<file path="src/rtl/dm_arbiter_if.sv">
// Bundle of the two requester ports and the data-memory control lines seen by dm_arbiter.
// The slave modport is the arbiter's view; the master modport is the requester/memory side.
interface dm_arbiter_if;
    logic        c_req;
    logic        c_we;
    logic [2:0]  c_len;
    logic [31:0] c_addr;
    logic [31:0] c_wdata;
    logic        c_ack;
    logic        c_err;
    logic [31:0] c_rdata;

    logic        d_req;
    logic        d_we;
    logic [2:0]  d_len;
    logic [31:0] d_addr;
    logic [31:0] d_wdata;
    logic        d_ack;
    logic        d_err;
    logic [31:0] d_rdata;

    logic        dm_MemWrite;
    logic        dm_MemRead;
    logic [2:0]  dm_length;
    logic [31:0] dm_Addr;
    logic [31:0] dm_Writedata;
    logic [31:0] dm_Readdata;

    logic        busy;

    modport slave (
        input  c_req, c_we, c_len, c_addr, c_wdata,
        output c_ack, c_err, c_rdata,
        input  d_req, d_we, d_len, d_addr, d_wdata,
        output d_ack, d_err, d_rdata,
        output dm_MemWrite, dm_MemRead, dm_length, dm_Addr, dm_Writedata,
        input  dm_Readdata,
        output busy
    );

    modport master (
        output c_req, c_we, c_len, c_addr, c_wdata,
        input  c_ack, c_err, c_rdata,
        output d_req, d_we, d_len, d_addr, d_wdata,
        input  d_ack, d_err, d_rdata,
        input  dm_MemWrite, dm_MemRead, dm_length, dm_Addr, dm_Writedata,
        output dm_Readdata,
        input  busy
    );
endinterface

</file>
<file path="src/rtl/dm_arbiter.sv">
// Two-port (CPU / DMA) arbiter for the single-port data memory: IDLE/ACCESS/DONE sequencing,
// length/alignment/range checking at grant, and a one-cycle ack per completed request.
module dm_arbiter #(
    parameter int DM_BYTES   = 128,
    parameter bit FIXED_PRIO = 1'b0
) (
    input  logic         clk,
    input  logic         rst,
    dm_arbiter_if.slave  bus
);
    typedef enum logic [1:0] {IDLE, ACCESS, DONE} state_t;

    state_t      state_reg;
    logic        owner_reg;       // 0 = CPU, 1 = DMA
    logic        last_grant_reg;  // 0 = CPU, 1 = DMA

    logic        sel_dma;
    logic        sel_we;
    logic [2:0]  sel_len;
    logic [31:0] sel_addr;
    logic [31:0] sel_wdata;
    logic [32:0] size;
    logic [32:0] end_addr;
    logic        fault;

    // Winner selection and fault screening for the request that would be granted this edge.
    always_comb begin
        sel_dma   = bus.d_req && (!bus.c_req || (!FIXED_PRIO && !last_grant_reg));
        sel_we    = sel_dma ? bus.d_we    : bus.c_we;
        sel_len   = sel_dma ? bus.d_len   : bus.c_len;
        sel_addr  = sel_dma ? bus.d_addr  : bus.c_addr;
        sel_wdata = sel_dma ? bus.d_wdata : bus.c_wdata;
        case (sel_len[1:0])
            2'b00:   size = 33'd4;
            2'b01:   size = 33'd2;
            default: size = 33'd1;
        endcase
        end_addr = {1'b0, sel_addr} + size;
        fault = 1'b0;
        if (sel_len == 3'b011 || sel_len == 3'b100 || sel_len == 3'b111)
            fault = 1'b1;
        if (sel_we && sel_len[2])
            fault = 1'b1;
        if (sel_len[1:0] == 2'b00 && sel_addr[1:0] != 2'b00)
            fault = 1'b1;
        if (sel_len[1:0] == 2'b01 && sel_addr[0])
            fault = 1'b1;
        if (end_addr > 33'(DM_BYTES))
            fault = 1'b1;
    end

    always_ff @(posedge clk or posedge rst) begin
        if (rst) begin
            state_reg        <= IDLE;
            owner_reg        <= 1'b0;
            last_grant_reg   <= 1'b1;
            bus.c_ack        <= 1'b0;
            bus.c_err        <= 1'b0;
            bus.c_rdata      <= 32'd0;
            bus.d_ack        <= 1'b0;
            bus.d_err        <= 1'b0;
            bus.d_rdata      <= 32'd0;
            bus.dm_MemWrite  <= 1'b0;
            bus.dm_MemRead   <= 1'b0;
            bus.dm_length    <= 3'd0;
            bus.dm_Addr      <= 32'd0;
            bus.dm_Writedata <= 32'd0;
        end else begin
            bus.c_ack <= 1'b0;
            bus.c_err <= 1'b0;
            bus.d_ack <= 1'b0;
            bus.d_err <= 1'b0;
            case (state_reg)
                IDLE: begin
                    if (bus.c_req || bus.d_req) begin
                        owner_reg      <= sel_dma;
                        last_grant_reg <= sel_dma;
                        if (fault) begin
                            // Rejected requests go straight to DONE; the memory is never driven.
                            state_reg <= DONE;
                            if (sel_dma) begin
                                bus.d_ack <= 1'b1;
                                bus.d_err <= 1'b1;
                            end else begin
                                bus.c_ack <= 1'b1;
                                bus.c_err <= 1'b1;
                            end
                        end else begin
                            state_reg        <= ACCESS;
                            bus.dm_Addr      <= sel_addr;
                            bus.dm_length    <= sel_len;
                            bus.dm_Writedata <= sel_wdata;
                            bus.dm_MemWrite  <= sel_we;
                            bus.dm_MemRead   <= !sel_we;
                        end
                    end
                end
                ACCESS: begin
                    state_reg       <= DONE;
                    bus.dm_MemWrite <= 1'b0;
                    bus.dm_MemRead  <= 1'b0;
                    // dm_MemWrite still reflects this access's direction at the closing edge.
                    if (owner_reg) begin
                        bus.d_ack   <= 1'b1;
                        bus.d_rdata <= bus.dm_MemWrite ? 32'd0 : bus.dm_Readdata;
                    end else begin
                        bus.c_ack   <= 1'b1;
                        bus.c_rdata <= bus.dm_MemWrite ? 32'd0 : bus.dm_Readdata;
                    end
                end
                DONE: begin
                    state_reg <= IDLE;
                end
                default: begin
                    state_reg <= IDLE;
                end
            endcase
        end
    end

    assign bus.busy = (state_reg != IDLE);
endmodule
</file>
<file path="src/flat_wrapper.sv">
// flat-port wrapper written by rule: the top's interface ports become plain ports
module dm_arbiter_flat 
#(
    parameter int DM_BYTES   = 128,
    parameter bit FIXED_PRIO = 1'b0
)
  (clk, rst, bus_c_req, bus_c_we, bus_c_len, bus_c_addr, bus_c_wdata, bus_c_ack, bus_c_err, bus_c_rdata, bus_d_req, bus_d_we, bus_d_len, bus_d_addr, bus_d_wdata, bus_d_ack, bus_d_err, bus_d_rdata, bus_dm_MemWrite, bus_dm_MemRead, bus_dm_length, bus_dm_Addr, bus_dm_Writedata, bus_dm_Readdata, bus_busy);
  dm_arbiter_if bus_i ();
  input  logic clk;
  input  logic rst;
  input wire logic [$bits(bus_i.c_req)-1:0] bus_c_req;
  input wire logic [$bits(bus_i.c_we)-1:0] bus_c_we;
  input wire logic [$bits(bus_i.c_len)-1:0] bus_c_len;
  input wire logic [$bits(bus_i.c_addr)-1:0] bus_c_addr;
  input wire logic [$bits(bus_i.c_wdata)-1:0] bus_c_wdata;
  output wire logic [$bits(bus_i.c_ack)-1:0] bus_c_ack;
  output wire logic [$bits(bus_i.c_err)-1:0] bus_c_err;
  output wire logic [$bits(bus_i.c_rdata)-1:0] bus_c_rdata;
  input wire logic [$bits(bus_i.d_req)-1:0] bus_d_req;
  input wire logic [$bits(bus_i.d_we)-1:0] bus_d_we;
  input wire logic [$bits(bus_i.d_len)-1:0] bus_d_len;
  input wire logic [$bits(bus_i.d_addr)-1:0] bus_d_addr;
  input wire logic [$bits(bus_i.d_wdata)-1:0] bus_d_wdata;
  output wire logic [$bits(bus_i.d_ack)-1:0] bus_d_ack;
  output wire logic [$bits(bus_i.d_err)-1:0] bus_d_err;
  output wire logic [$bits(bus_i.d_rdata)-1:0] bus_d_rdata;
  output wire logic [$bits(bus_i.dm_MemWrite)-1:0] bus_dm_MemWrite;
  output wire logic [$bits(bus_i.dm_MemRead)-1:0] bus_dm_MemRead;
  output wire logic [$bits(bus_i.dm_length)-1:0] bus_dm_length;
  output wire logic [$bits(bus_i.dm_Addr)-1:0] bus_dm_Addr;
  output wire logic [$bits(bus_i.dm_Writedata)-1:0] bus_dm_Writedata;
  input wire logic [$bits(bus_i.dm_Readdata)-1:0] bus_dm_Readdata;
  output wire logic [$bits(bus_i.busy)-1:0] bus_busy;
  assign bus_i.c_req = bus_c_req;
  assign bus_i.c_we = bus_c_we;
  assign bus_i.c_len = bus_c_len;
  assign bus_i.c_addr = bus_c_addr;
  assign bus_i.c_wdata = bus_c_wdata;
  assign bus_c_ack = bus_i.c_ack;
  assign bus_c_err = bus_i.c_err;
  assign bus_c_rdata = bus_i.c_rdata;
  assign bus_i.d_req = bus_d_req;
  assign bus_i.d_we = bus_d_we;
  assign bus_i.d_len = bus_d_len;
  assign bus_i.d_addr = bus_d_addr;
  assign bus_i.d_wdata = bus_d_wdata;
  assign bus_d_ack = bus_i.d_ack;
  assign bus_d_err = bus_i.d_err;
  assign bus_d_rdata = bus_i.d_rdata;
  assign bus_dm_MemWrite = bus_i.dm_MemWrite;
  assign bus_dm_MemRead = bus_i.dm_MemRead;
  assign bus_dm_length = bus_i.dm_length;
  assign bus_dm_Addr = bus_i.dm_Addr;
  assign bus_dm_Writedata = bus_i.dm_Writedata;
  assign bus_i.dm_Readdata = bus_dm_Readdata;
  assign bus_busy = bus_i.busy;
  dm_arbiter #(.DM_BYTES(DM_BYTES), .FIXED_PRIO(FIXED_PRIO)) u_core (.clk(clk), .rst(rst), .bus(bus_i));
endmodule
</file>
<file path="config.mk">
export PLATFORM = sky130hd
export DESIGN_NAME = dm_arbiter_flat
export DESIGN_NICKNAME = d
export VERILOG_FILES = /design/src/rtl/dm_arbiter_if.sv /design/src/rtl/dm_arbiter.sv /design/src/flat_wrapper.sv
export SDC_FILE = /design/constraint.sdc
export NUM_CORES = 1
export LEC_CHECK = 0
export CORE_MARGIN = 2
export CORE_UTILIZATION = 39
export CTS_CLUSTER_SIZE = 28
export DETAILED_ROUTE_END_ITERATION = 8
export PLACE_DENSITY = 0.73
export SLEW_MARGIN = 40
export SYNTH_ARGS = -nofsm -noshare
export SYNTH_HDL_FRONTEND = slang
export SYNTH_SLANG_ARGS = --single-unit
</file>
<file path="constraint.sdc">
create_clock -name clk -period 5.2 [get_ports clk]
set_clock_uncertainty 0.05 [all_clocks]
set_input_delay 1.04 -clock clk [delete_from_list [all_inputs] [get_ports clk]]
set_output_delay 1.04 -clock clk [all_outputs]
set_load 0.02 [all_outputs]
</file>
==> results.json, run 1 <==
{
  "fp-row-count": 49,
  "clk_pin_slew_ps": 60,
  "setup-tns-final_ps": 0,
  "relSlewSlack": 0.597,
  "power_density_mw_per_mm2": 244,
  "rrSetupSlack_ps": 960,
  "fin_crit_ps": 4780,
  "ir_worst_vdd_uv": 230,
  "drt_first_iter_violations": 364,
  "firstDrtPassIters": 5,
  "crit_buf_inv": 3,
  "hold_slack_ps": 426,
  "cp.arrival_ps": 5030,
  "crit_path_start_kind": "primary input",
  "cts_buffer_depth": 2,
  "portBuffers": 309,
  "status": "completed",
  "via_count": 6979,
  "cts_htree_levels": 4,
  "cpPeakStageDelay_ps": 490,
  "layout-drive-gt1-share": 0.0976,
  "hp-start": "u_core.bus.d_rdata[15]",
  "die-area_mm2": 0.0196,
  "synth.distinct_cells": 64,
  "viasPerCell": 5.22,
  "fill_cells": 1543,
  "cts_inserted_buffers": 17,
  "max_freq_ghz": 0.209,
  "holdBufCountCts": 0,
  "rsz0062_at_grt": "no",
  "crit_path_max_fanout": 35,
  "crit_family": "compound AO/OA/AOI/OAI gates",
  "syn_area_per_cell_um2": 9.10,
  "cap_violations": 0,
  "yosysMostFrequentCell": "nand2_1",
  "place_ws_ps": -15.6,
  "cp_slowest_cell": "clkdlybuf4s50_1",
  "fin_ws_ps": 418,
  "cts_tree": "yes",
  "yosys-top-cells-area": "dfrtp_1 (49%), nand2_1 (12%), mux2_2 (6.2%), o21ai_0 (5.0%), and2_1 (2.3%)",
  "synth_top_area_cell": "dfrtp_1",
  "tightest_slew_ps": 604,
  "design_area_mm2": 0.0112,
  "async_reset_ff_frac": 1.00,
  "finalCritPeriodShare": 0.920,
  "ys_seq_elements": 141,
  "syn-num-nets": 968,
  "cts_resized": 0,
  "wirelength_um": 23200,
  "synth_common_cells": "nand2_1 (239), dfrtp_1 (140), o21ai_0 (72)",
  "p_leak_nw": 5.03,
  "nNetsFinal": 1271,
  "syn_area_mm2": 0.00721,
  "die_w_um": 140,
  "setup_violations": 0,
  "synth_edf_count": 0,
  "hold_path_class": "reg2reg",
  "cts_root_buf": "clkbuf_16",
  "synth_ff_type": "dfrtp_1",
  "syn-instance-count": 792,
  "post_cts_buffers": 0,
  "start_util": 0.400,
  "core_mm2": 0.0180,
  "grt_pass1_wl_um": 36500,
  "fp.dieH_um": 140,
  "antenna_cells": 0,
  "dp_hpwl_um": 17800,
  "cp-end-kind": "register",
  "critPathLaunch": "bus_c_req",
  "post-route-drc-count": 0,
  "cts_sinks": 141,
  "antenna_found_initial": 0,
  "placed_area_mm2": 0.0106,
  "place_congestion": 0.909,
  "grt_max_degree": 112,
  "crit-reg2reg-launch": "u_core.last_grant_reg",
  "maxSlewViolCount": 0,
  "clkLatencyLatePin_ps": 410,
  "synth_warnings": 0,
  "path_class": "in2reg",
  "synth_top_cell_area_share": 0.486,
  "overflow": 0,
  "synth-seq-area-share": 0.490,
  "area_growth_pct": 54.8,
  "path_cells": "clkdlybuf4s50_1, a21bo_4, mux2_2, ha_1, fa_1, xor2_1, nor3_1, o31ai_1, a211oi_1, nand2_1, a2111oi_1, and4bb_2, nand3_2, buf_12, buf_12, mux2_2",
  "io_pins": 310,
  "drtAntennaViolNets": 0,
  "hold_viol": 0,
  "wl_per_cell_um": 17.4,
  "grt_pass1_vias": 6782,
  "track_usage": 0.235,
  "required_ps": 5440
}
area by class of cell:
| type | count | area [um2] | area share |
|---|---|---|---|
| repair buffers | 327 | 3270 | 0.293 |
| inverters | 9 | 46.3 | 0.00415 |
| multi-input cells | 599 | 3460 | 0.310 |
| flip-flops and latches | 141 | 3530 | 0.316 |
| clock buffers | 18 | 429 | 0.0384 |
| clock inverters | 13 | 143 | 0.0128 |
| well taps | 229 | 287 | 0.0257 |
tightest hold or removal path, delay by kind of cell, from the launching register on:
family / cells / cell delay, ps
AOI/OAI and AO/OA: 1 / 60
DFF: 1 / 340
and+or+nand+nor: 1 / 40
through the flow:
stage	cells	power, mW	util
after floorplan	792	1.34	-
after global placement	1305	1.57	0.587
after detailed placement	1305	1.57	0.587
after CTS	1336	2.74	0.619
after global routing	1336	2.84	0.619
final	1336	2.72	0.619
report_power, final:
group          leakage, nW  internal [mW]  switching (mW)  total (mW)
sequential            1.62           1.11         0.00829        1.12
clock                0.277          0.706           0.465        1.17
combinational         3.13          0.211           0.224       0.435
routing by layer:
layer | track usage | vias to the layer above | share of wire
li1 | - | 3364 | -
met1 | 0.304 | 3272 | 0.43
met2 | 0.393 | 316 | 0.48
met3 | 0.0632 | 27 | 0.076
met4 | 0.0579 | 0 | 0.015
met5 | 0 | - | 0
logic make-up (layout without fill, tap and decap cells):
kind of cell	Yosys count	after routing	share of synthesized area
buf+inv	52	367	0.0323
simple gates	390	390	0.244
fa+ha+maj	4	4	0.00798
flops	141	141	0.490
mux	61	61	0.0956
xor+xnor	11	11	0.0134
compound gates	133	133	0.117
path summary, 6_finish.rpt:
check	cells past startpoint	to
min	2	u_core.bus.d_rdata[15]
min in group asynchronous	2	u_core.bus.d_rdata[9]
max in group asynchronous	3	u_core.bus.dm_Addr[4]
min reg2reg	2	u_core.bus.d_rdata[15]
max reg2reg	15	u_core.bus.dm_Writedata[13]
max	16	u_core.bus.dm_Writedata[13]
cell usage in the layout, fill, tap and decap left out, types with 4 or more instances in the layout:
cell	Yosys	final
nand3_1	22	22
nand2_1	239	238
nand4_1	16	16
nor4_1	13	13
clkinv_4	0	4
clkbuf_16	0	17
and3_1	4	4
nor3_1	25	25
o31ai_1	5	5
clkdlybuf4s50_1	0	309
xor2_1	6	6
inv_1	9	8
nor2_1	25	25
buf_4	1	15
dfrtp_1	140	140
a21oi_1	8	8
xnor2_1	5	5
mux2_2	40	40
o21ai_0	72	72
mux2_4	5	5
and2_1	27	27
a31oi_1	10	10
a211oi_1	5	5
o22ai_1	4	4
mux2i_1	15	15
and4_1	4	4
(Power assumes the default switching activity.)
==> run 2, diff against run 1 <==
--- a/config.mk
+++ b/config.mk
@@ -10,5 +10,7 @@
 export CTS_CLUSTER_SIZE = 28
 export DETAILED_ROUTE_END_ITERATION = 8
-export PLACE_DENSITY = 0.73
+export DONT_BUFFER_PORTS = 1
+export PLACE_DENSITY = 0.51
+export REMOVE_ABC_BUFFERS = 1
 export SLEW_MARGIN = 40
 export SYNTH_ARGS = -nofsm -noshare
--- a/constraint.sdc
+++ b/constraint.sdc
@@ -3,3 +3,3 @@
 set_input_delay 1.04 -clock clk [delete_from_list [all_inputs] [get_ports clk]]
 set_output_delay 1.04 -clock clk [all_outputs]
-set_load 0.02 [all_outputs]
+set_load 0.05 [all_outputs]
==> run 2 against run 1 <==
  * Global-route usage is 2.9 points lower
  * First-iteration DRC count decreased by 24%
  * Combinational power down 40%
  * Non-clock buffer count is 318 lower
  * Routed wire length shrank 10%
  * Maximum frequency is 8.7% higher
  * Via count shrank 17%
  * Register-to-register slack got worse by 90 ps
  * Die area unchanged
==> results.json, run 2 (synthesis results as in run 1) <==
{
  "status": "completed",
  "clkLatencyLatePin_ps": 410,
  "cts_htree_levels": 4,
  "fill_cells": 1772,
  "max_freq_ghz": 0.227,
  "maxSlewViolCount": 0,
  "grt_pass1_vias": 5680,
  "io_pins": 310,
  "required_ps": 5440,
  "crit_path_start_kind": "primary input",
  "antenna_cells": 0,
  "hold_path_class": "reg2reg",
  "cts_inserted_buffers": 17,
  "nNetsFinal": 953,
  "finalNonFillerCells": 1019,
  "p_total_mw": 2.54,
  "drt_first_iter_violations": 278,
  "cp.arrival_ps": 4640,
  "p_int_mw": 1.89,
  "start_util": 0.400,
  "placed_area_mm2": 0.00741,
  "finalCritPeriodShare": 0.846,
  "area_growth_pct": 10.7,
  "place_ws_ps": 403,
  "post-route-drc-count": 0,
  "via_count": 5785,
  "crit_path_max_fanout": 67,
  "overflow": 0,
  "firstDrtPassIters": 5,
  "post_cts_buffers": 0,
  "die-area_mm2": 0.0196,
  "clk_pin_slew_ps": 60,
  "wirelength_um": 20800,
  "holdBufCountCts": 0,
  "layout_commonest_cell": "nand2_1",
  "power_switching_mw": 0.657,
  "grt_pass1_wl_um": 31700,
  "track_usage": 0.206,
  "fin_ws_ps": 800,
  "hold_viol": 0,
  "power.share.switching": 0.258,
  "antenna_found_initial": 1,
  "rsz0062_at_grt": "no",
  "dp_hpwl_um": 15600,
  "p_clk_frac": 0.453,
  "p_leak_nw": 3.77,
  "relSlewSlack": 0.505,
  "cts_tree": "yes",
  "drtAntennaViolNets": 0,
  "design_area_mm2": 0.00798,
  "pwr-share-comb": 0.103,
  "setup_violations": 0,
  "fp-row-count": 49,
  "ir_worst_vdd_uv": 213,
  "tightest_slew_ps": 743,
  "die_w_um": 140,
  "place_congestion": 0.863,
  "cap_violations": 0,
  "fp.dieH_um": 140,
  "portBuffers": 0,
  "setup-tns-final_ps": 0,
  "seqPwrFrac": 0.444,
  "cts_sinks": 141,
  "cts_buffer_depth": 2,
  "cts_root_buf": "clkbuf_16",
  "power_density_mw_per_mm2": 319,
  "cp-end-kind": "register",
  "wl_per_cell_um": 20.4,
  "cts_resized": 0,
  "dp_cells": 987,
  "fin_crit_ps": 4400,
  "hold_slack_ps": 450,
  "path_class": "in2reg",
  "grt_max_degree": 107,
  "core_mm2": 0.0180,
  "final_core_util": 0.443,
  "viasPerCell": 5.68,
  "final_cell_mix": "nand2_1 (238), dfrtp_1 (140), o21ai_0 (72), mux2_2 (40), and2_1 (27)",
  "layout-drive-gt1-share": 0.128
}
-- run 2: cell count changes in the layout (fill, tap and decap cells not counted) --
| cell | previous run | this run |
|---|---|---|
| clkdlybuf4s50_1 | 309 | 0 |
| clkinv_8 | 1 | 0 |
| inv_8 | 0 | 2 |
| buf_4 | 15 | 7 |
| clkinv_2 | 3 | 4 |
| clkinv_4 | 4 | 2 |
| inv_2 | 0 | 1 |
| buf_12 | 3 | 2 |
| clkbuf_8 | 0 | 2 |
| a2111oi_1 | 1 | 0 |
| bufinv_16 | 2 | 1 |
| a2111oi_0 | 1 | 2 |
| inv_1 | 8 | 7 |
-- run 2: critical path, cell delays in order --
cell	delay, ps
a21bo_4	280
mux2_2	410
ha_1	220
fa_1	420
a21oi_1	190
a221o_1	380
a311o_1	180
nand4_1	90
or3_1	310
and4bb_2	390
nand3_2	110
buf_12	220
mux2_4	340
-- run 2: area by class of cell --
class,count,area (um2),area share
repair buffers,9,92.6,0.0116
flip-flops and latches,141,3530,0.442
clock inverters,12,111,0.0140
multi-input cells,599,3460,0.434
well taps,229,287,0.0359
inverters,9,41.3,0.00517
clock buffers,20,457,0.0572
-- run 2: path summary, 6_finish.rpt --
path / end / cells after the start / slack, ps / startpoint
min: u_core.state_reg[1] / 1 / 450 / u_core.state_reg[1]
max: u_core.bus.dm_Writedata[1] / 13 / 800 / bus_d_req
min in group asynchronous: u_core.bus.dm_Writedata[9] / 1 / 540 / rst
min reg2reg: u_core.state_reg[1] / 1 / 450 / u_core.state_reg[1]
max in group asynchronous: u_core.bus.d_rdata[5] / 2 / 3510 / rst
max reg2reg: u_core.bus.dm_Writedata[1] / 13 / 870 / u_core.last_grant_reg
-- run 2: power by group through the flow --
stage          sequential, mW  clock (mW)  combinational, mW
2_1_floorplan            1.15           0              0.194
3_3_place_gp             1.15           0              0.256
3_5_place_dp             1.15           0              0.265
4_1_cts                  1.13        1.18              0.266
5_1_grt                  1.13        1.23              0.294
6_report                 1.13        1.15              0.261
-- run 2: metal layers --
layer  GRT usage  wire [um]  share of wire  vias up
li1            -          -              -     2724
met1       0.252       8320           0.40     2762
met2       0.345      10200           0.49      274
met3      0.0752       1980          0.095       23
met4      0.0574        331          0.016        2
met5           0         13        0.00062        -
==> run 3, diff against run 2 <==
- clock period: 5.2 -> 4.54 ns (I/O delays scaled with it)
==> run 3 against run 2 <==
  * Critical path depth unchanged
  * Sequential share of layout area decreased by 0.26 points
  * Total power up 14%
  * First-iteration DRC count grew 33%
  * Die area did not move
  * Register-to-register slack lost 420 ps
  * Global-route usage up 0.49 points
  * Sequential power up 14%
==> results.json, run 3 (synthesis results as in run 1) <==
{
  "status": "completed",
  "wirelength_um": 21200,
  "ir_worst_vdd_uv": 349,
  "required_ps": 4780,
  "fp.dieH_um": 140,
  "drt_first_iter_violations": 369,
  "layout_commonest_cell": "nand2_1",
  "post-route-drc-count": 0,
  "track_usage": 0.211,
  "hold_path_class": "in2async",
  "hold_viol": 0,
  "antenna_cells": 0,
  "p_leak_nw": 3.80,
  "rsz0062_at_grt": "no",
  "cts_htree_levels": 4,
  "dp_cells": 995,
  "nNetsFinal": 961,
  "fin_crit_ps": 4090,
  "grt_max_degree": 74,
  "place_congestion": 0.855,
  "portBuffers": 0,
  "die_w_um": 140,
  "p_total_mw": 2.90,
  "setup_violations": 0,
  "viasPerCell": 5.71,
  "post_cts_buffers": 0,
  "relSlewSlack": 0.563,
  "finalNonFillerCells": 1026,
  "core_mm2": 0.0180,
  "crit_path_max_fanout": 67,
  "ff_latch_area_mm2": 0.00353,
  "start_util": 0.400,
  "cts_root_buf": "clkbuf_16",
  "drtAntennaViolNets": 0,
  "dp_hpwl_um": 15900,
  "cts_buffer_depth": 2,
  "grt_pass1_wl_um": 32500,
  "tightest_slew_ps": 656,
  "firstDrtPassIters": 5,
  "antenna_found_initial": 0,
  "path_class": "reg2reg",
  "cp-end-kind": "register",
  "via_count": 5860,
  "final_cell_mix": "nand2_1 (238), dfrtp_1 (140), o21ai_0 (72), mux2_2 (40), and2_1 (27)",
  "cts_tree": "yes",
  "crit_path_start_kind": "register",
  "layout-drive-gt1-share": 0.136,
  "path_cells": "a21bo_4, mux2_2, ha_1, fa_1, a21oi_1, or3b_2, nand3_1, nand2_1, a2111oi_0, and4bb_2, nand3_2, buf_12, mux2_4",
  "grt_pass1_vias": 5757,
  "hold_slack_ps": 398,
  "die-area_mm2": 0.0196,
  "cap_violations": 0,
  "area_growth_pct": 11.3,
  "max_freq_ghz": 0.244,
  "io_pins": 310,
  "cp_slowest_cell": "dfstp_2",
  "multiInputGateArea_mm2": 0.00346,
  "fp-row-count": 49,
  "cts_resized": 0,
  "power_density_mw_per_mm2": 361,
  "setup-tns-final_ps": 0,
  "finalCritPeriodShare": 0.901,
  "cp.arrival_ps": 4330,
  "cts_sinks": 141,
  "clkLatencyLatePin_ps": 410,
  "clk_pin_slew_ps": 60,
  "fill_cells": 1763,
  "fin_ws_ps": 449,
  "overflow": 0,
  "cts_inserted_buffers": 17,
  "wl_per_cell_um": 20.7,
  "place_ws_ps": 90.6,
  "maxSlewViolCount": 0,
  "holdBufCountCts": 0,
  "cpPeakStageDelay_ps": 580
}
run 3: critical path: cells and delay by family (launching register included):
kind	cells	cell delay (ps)
AOI/OAI and AO/OA	3	710
adders and majority gates	2	640
buffers and inverters	1	240
DFF	1	580
muxes	2	700
and+or+nand+nor	5	1010
run 3: layout make-up:
| cell class | instances | area share |
|---|---|---|
| Inverter | 9 | 0.00483 |
| Sequential cell | 141 | 0.440 |
| Clock buffer | 19 | 0.0552 |
| Timing Repair Buffer | 17 | 0.0190 |
| Multi-Input combinational cell | 599 | 0.431 |
| Clock inverter | 12 | 0.0142 |
| Tap cell | 229 | 0.0357 |
run 3: worst paths after layout:
| path | startpoint | to | slack [ps] | cells after the start |
|---|---|---|---|---|
| worst max-delay path | u_core.last_grant_reg | u_core.bus.dm_Writedata[31] | 450 | 13 |
| worst min-delay path | rst | u_core.bus.dm_Writedata[30] | 400 | 1 |
| worst max register to register | u_core.last_grant_reg | u_core.bus.dm_Writedata[31] | 450 | 13 |
| worst min register to register | u_core.state_reg[1] | u_core.state_reg[1] | 450 | 1 |
| max in group asynchronous | rst | u_core.bus.dm_Addr[24] | 3080 | 2 |
| min in group clk | u_core.state_reg[1] | u_core.state_reg[1] | 450 | 1 |
run 3: power by group:
group / leakage [nW] / switching [mW] / internal, mW
combinational: 1.91 / 0.194 / 0.111
clock: 0.268 / 0.532 / 0.770
sequential: 1.62 / 0.0255 / 1.27
run 3: stage by stage:
step,util,instance area [um2]
3_3_place_gp,0.414,7460
5_1_grt,0.445,8030
4_1_cts,0.445,8030
2_1_floorplan,-,7010
3_5_place_dp,0.414,7470
6_report,0.445,8030
run 3: routing by layer:
layer | GRT usage | part of all wire | vias to the layer above
li1 | - | - | 2749
met1 | 0.254 | 0.39 | 2798
met2 | 0.348 | 0.49 | 285
met3 | 0.0790 | 0.093 | 28
met4 | 0.0753 | 0.026 | 0
met5 | 0 | 0 | -
==> edit (flow settings as in run 2) <==
`FIXED_PRIO` is set to 1'b0 in 2 places; all go to 1'b1.
--- a/src/rtl/dm_arbiter.sv
+++ b/src/rtl/dm_arbiter.sv
@@ -2,7 +2,7 @@
 // length/alignment/range checking at grant, and a one-cycle ack per completed request.
 module dm_arbiter #(
     parameter int DM_BYTES   = 128,
-    parameter bit FIXED_PRIO = 1'b0
+    parameter bit FIXED_PRIO = 1'b1
 ) (
     input  logic         clk,
     input  logic         rst,
--- a/src/flat_wrapper.sv
+++ b/src/flat_wrapper.sv
@@ -2,7 +2,7 @@
 module dm_arbiter_flat 
 #(
     parameter int DM_BYTES   = 128,
-    parameter bit FIXED_PRIO = 1'b0
+    parameter bit FIXED_PRIO = 1'b1
 )
   (clk, rst, bus_c_req, bus_c_we, bus_c_len, bus_c_addr, bus_c_wdata, bus_c_ack, bus_c_err, bus_c_rdata, bus_d_req, bus_d_we, bus_d_len, bus_d_addr, bus_d_wdata, bus_d_ack, bus_d_err, bus_d_rdata, bus_dm_MemWrite, bus_dm_MemRead, bus_dm_length, bus_dm_Addr, bus_dm_Writedata, bus_dm_Readdata, bus_busy);
   dm_arbiter_if bus_i ();
Check against the original RTL: not equivalent (a bounded check fails within 4 cycles, from zero or initial values and one cycle with rst high).
==> edit against run 2 <==
Setup slack got worse by 150 ps. Area after synthesis increased by 3.9%. Sequential cell count decreased by 1. Fmax decreased by 3.2%. Final area increased by 4.0%. First-iteration DRC count increased by 20%. Wire length decreased by 7.1%. Total power increased by 2.4%. Count of clock-buffer cells in the layout decreased by 3. Critical path depth increased by 1. Global-route usage decreased by 1.9 points. Die area increased by 3.7%. Register-to-register slack improved by 2000 ps. Largest cell class is now multi-input gates.
==> edit: results (changes against run 2) <==
* Non-filler cells in the finished layout at 1010 (was 1019)
* Reg2Reg Setup Slack at 2900 ps (was 870 ps)
* Worst-case vdd ir drop at 0.0002003 V (was 0.0002135 V)
* Clk pwr at 1.31 mW (was 1.15 mW)
* R2R depth at 6 (was 13)
* First-pass GRT wire length at 29.94 mm (was 31.74 mm)
* Nets at 939 (was 953)
* Syn avg cell area at 9.650 µm² (was 9.104 µm²)
* Utilization after layout at 44.21% (was 44.28%)
* GRT Util Overall at 18.75% (was 20.61%)
* Register area share after synthesis at 46.78% (was 48.95%)
* Worst setup path endpoint: u_core.bus.dm_Writedata[5]$_DFFE_PP0P_ (was u_core.bus.dm_Writedata[1]$_DFFE_PP0P_)
* Worst Path Arrival at 4790 ps (was 4640 ps)
* Sequential Area at 3503 µm² (was 3530 µm²)
* Fillers at 1803 (was 1772)
* #MultiIn Comb at 584 (was 599)
* Period utilisation layout at 87.45% (was 84.61%)
* Post-DP HPWL at 14.53 mm (was 15.57 mm)
* Clock network area share at 7.750% (was 7.117%)
* GPL Wtd Cong at 0.9149 (was 0.8631)
* Inverters at 11 (was 9)
* Initial antenna violation count at 0 (was 1)
* Crit path max fanout at 68 (was 67)
* Share of layout cells above drive strength 1 at 14.30% (was 12.78%)
* Slowest CP cell: or4_1 (was fa_1)
* Largest cells by area after synthesis: dfrtp_1 47%, nand2_1 11%, mux2_4 8.4%, o21ai_0 4.9%, mux2i_1 4.3% (was dfrtp_1 49%, nand2_1 12%, mux2_2 6.2%, o21ai_0 5.0%, and2_1 2.3%)
* Worst R2R Start: u_core.state_reg[1]$_DFFE_PP0P_ (was u_core.last_grant_reg$_DFFE_PP1P_)
* Area post-placement at 7655 µm² (was 7413 µm²)
* Hold_ws at 491.3 ps (was 449.6 ps)
* Status: completed (unchanged)
* Via count at 5509 (was 5785)
* Crit path time final at 4547 ps (was 4400 ps)
* Worst path max stage delay at 460 ps (was 420 ps)
-- edit: cell count changes in the layout (fill, tap and decap cells not counted), moves of 11 or more --
cell | before | now
and3_1 | 4 | 17
nor2_1 | 25 | 14
nor3_1 | 25 | 5
mux2_4 | 5 | 42
mux2_2 | 40 | 8
nand2_1 | 238 | 227
mux2i_1 | 15 | 32
nand2b_1 | 0 | 33
nand3_1 | 22 | 9
-- edit: cell families (layout without fill, tap and decap cells) --
group / count (synthesis) / in the layout / share of synthesized area [%]
buffers and inverters: 52 / 52 / 3.709
multiplexers: 86 / 86 / 14.75
AO/OA/AOI/OAI: 113 / 113 / 8.505
flip-flops: 140 / 140 / 46.78
XOR/XNOR: 14 / 14 / 1.637
adder cells (fa/ha/maj): 4 / 4 / 0.7687
AND/OR/NAND/NOR: 367 / 367 / 23.84
-- edit: worst min-delay path by stage --
stage / end / start / cells after the start
floorplan: u_core.state_reg[1]$_DFFE_PP0P_ / u_core.state_reg[1]$_DFFE_PP0P_ / 1
global placement: u_core.state_reg[1]$_DFFE_PP0P_ / u_core.state_reg[1]$_DFFE_PP0P_ / 1
detailed placement: u_core.state_reg[1]$_DFFE_PP0P_ / u_core.state_reg[1]$_DFFE_PP0P_ / 1
CTS: u_core.state_reg[1]$_DFFE_PP0P_ / u_core.state_reg[1]$_DFFE_PP0P_ / 1
global route: u_core.bus.dm_MemWrite$_DFFE_PP0P_ / u_core.bus.dm_MemWrite$_DFFE_PP0P_ / 2
finish: u_core.state_reg[1]$_DFFE_PP0P_ / u_core.state_reg[1]$_DFFE_PP0P_ / 1
-- edit: layer usage --
layer  routed length (µm)  global-route usage, %  vias up
met4                  439                  7.243        0
met3                 1772                  6.629       26
met1                 7767                  22.11     2646
met2                 9372                  31.38      226
li1                     -                      -     2611
met5                    0                      0        -
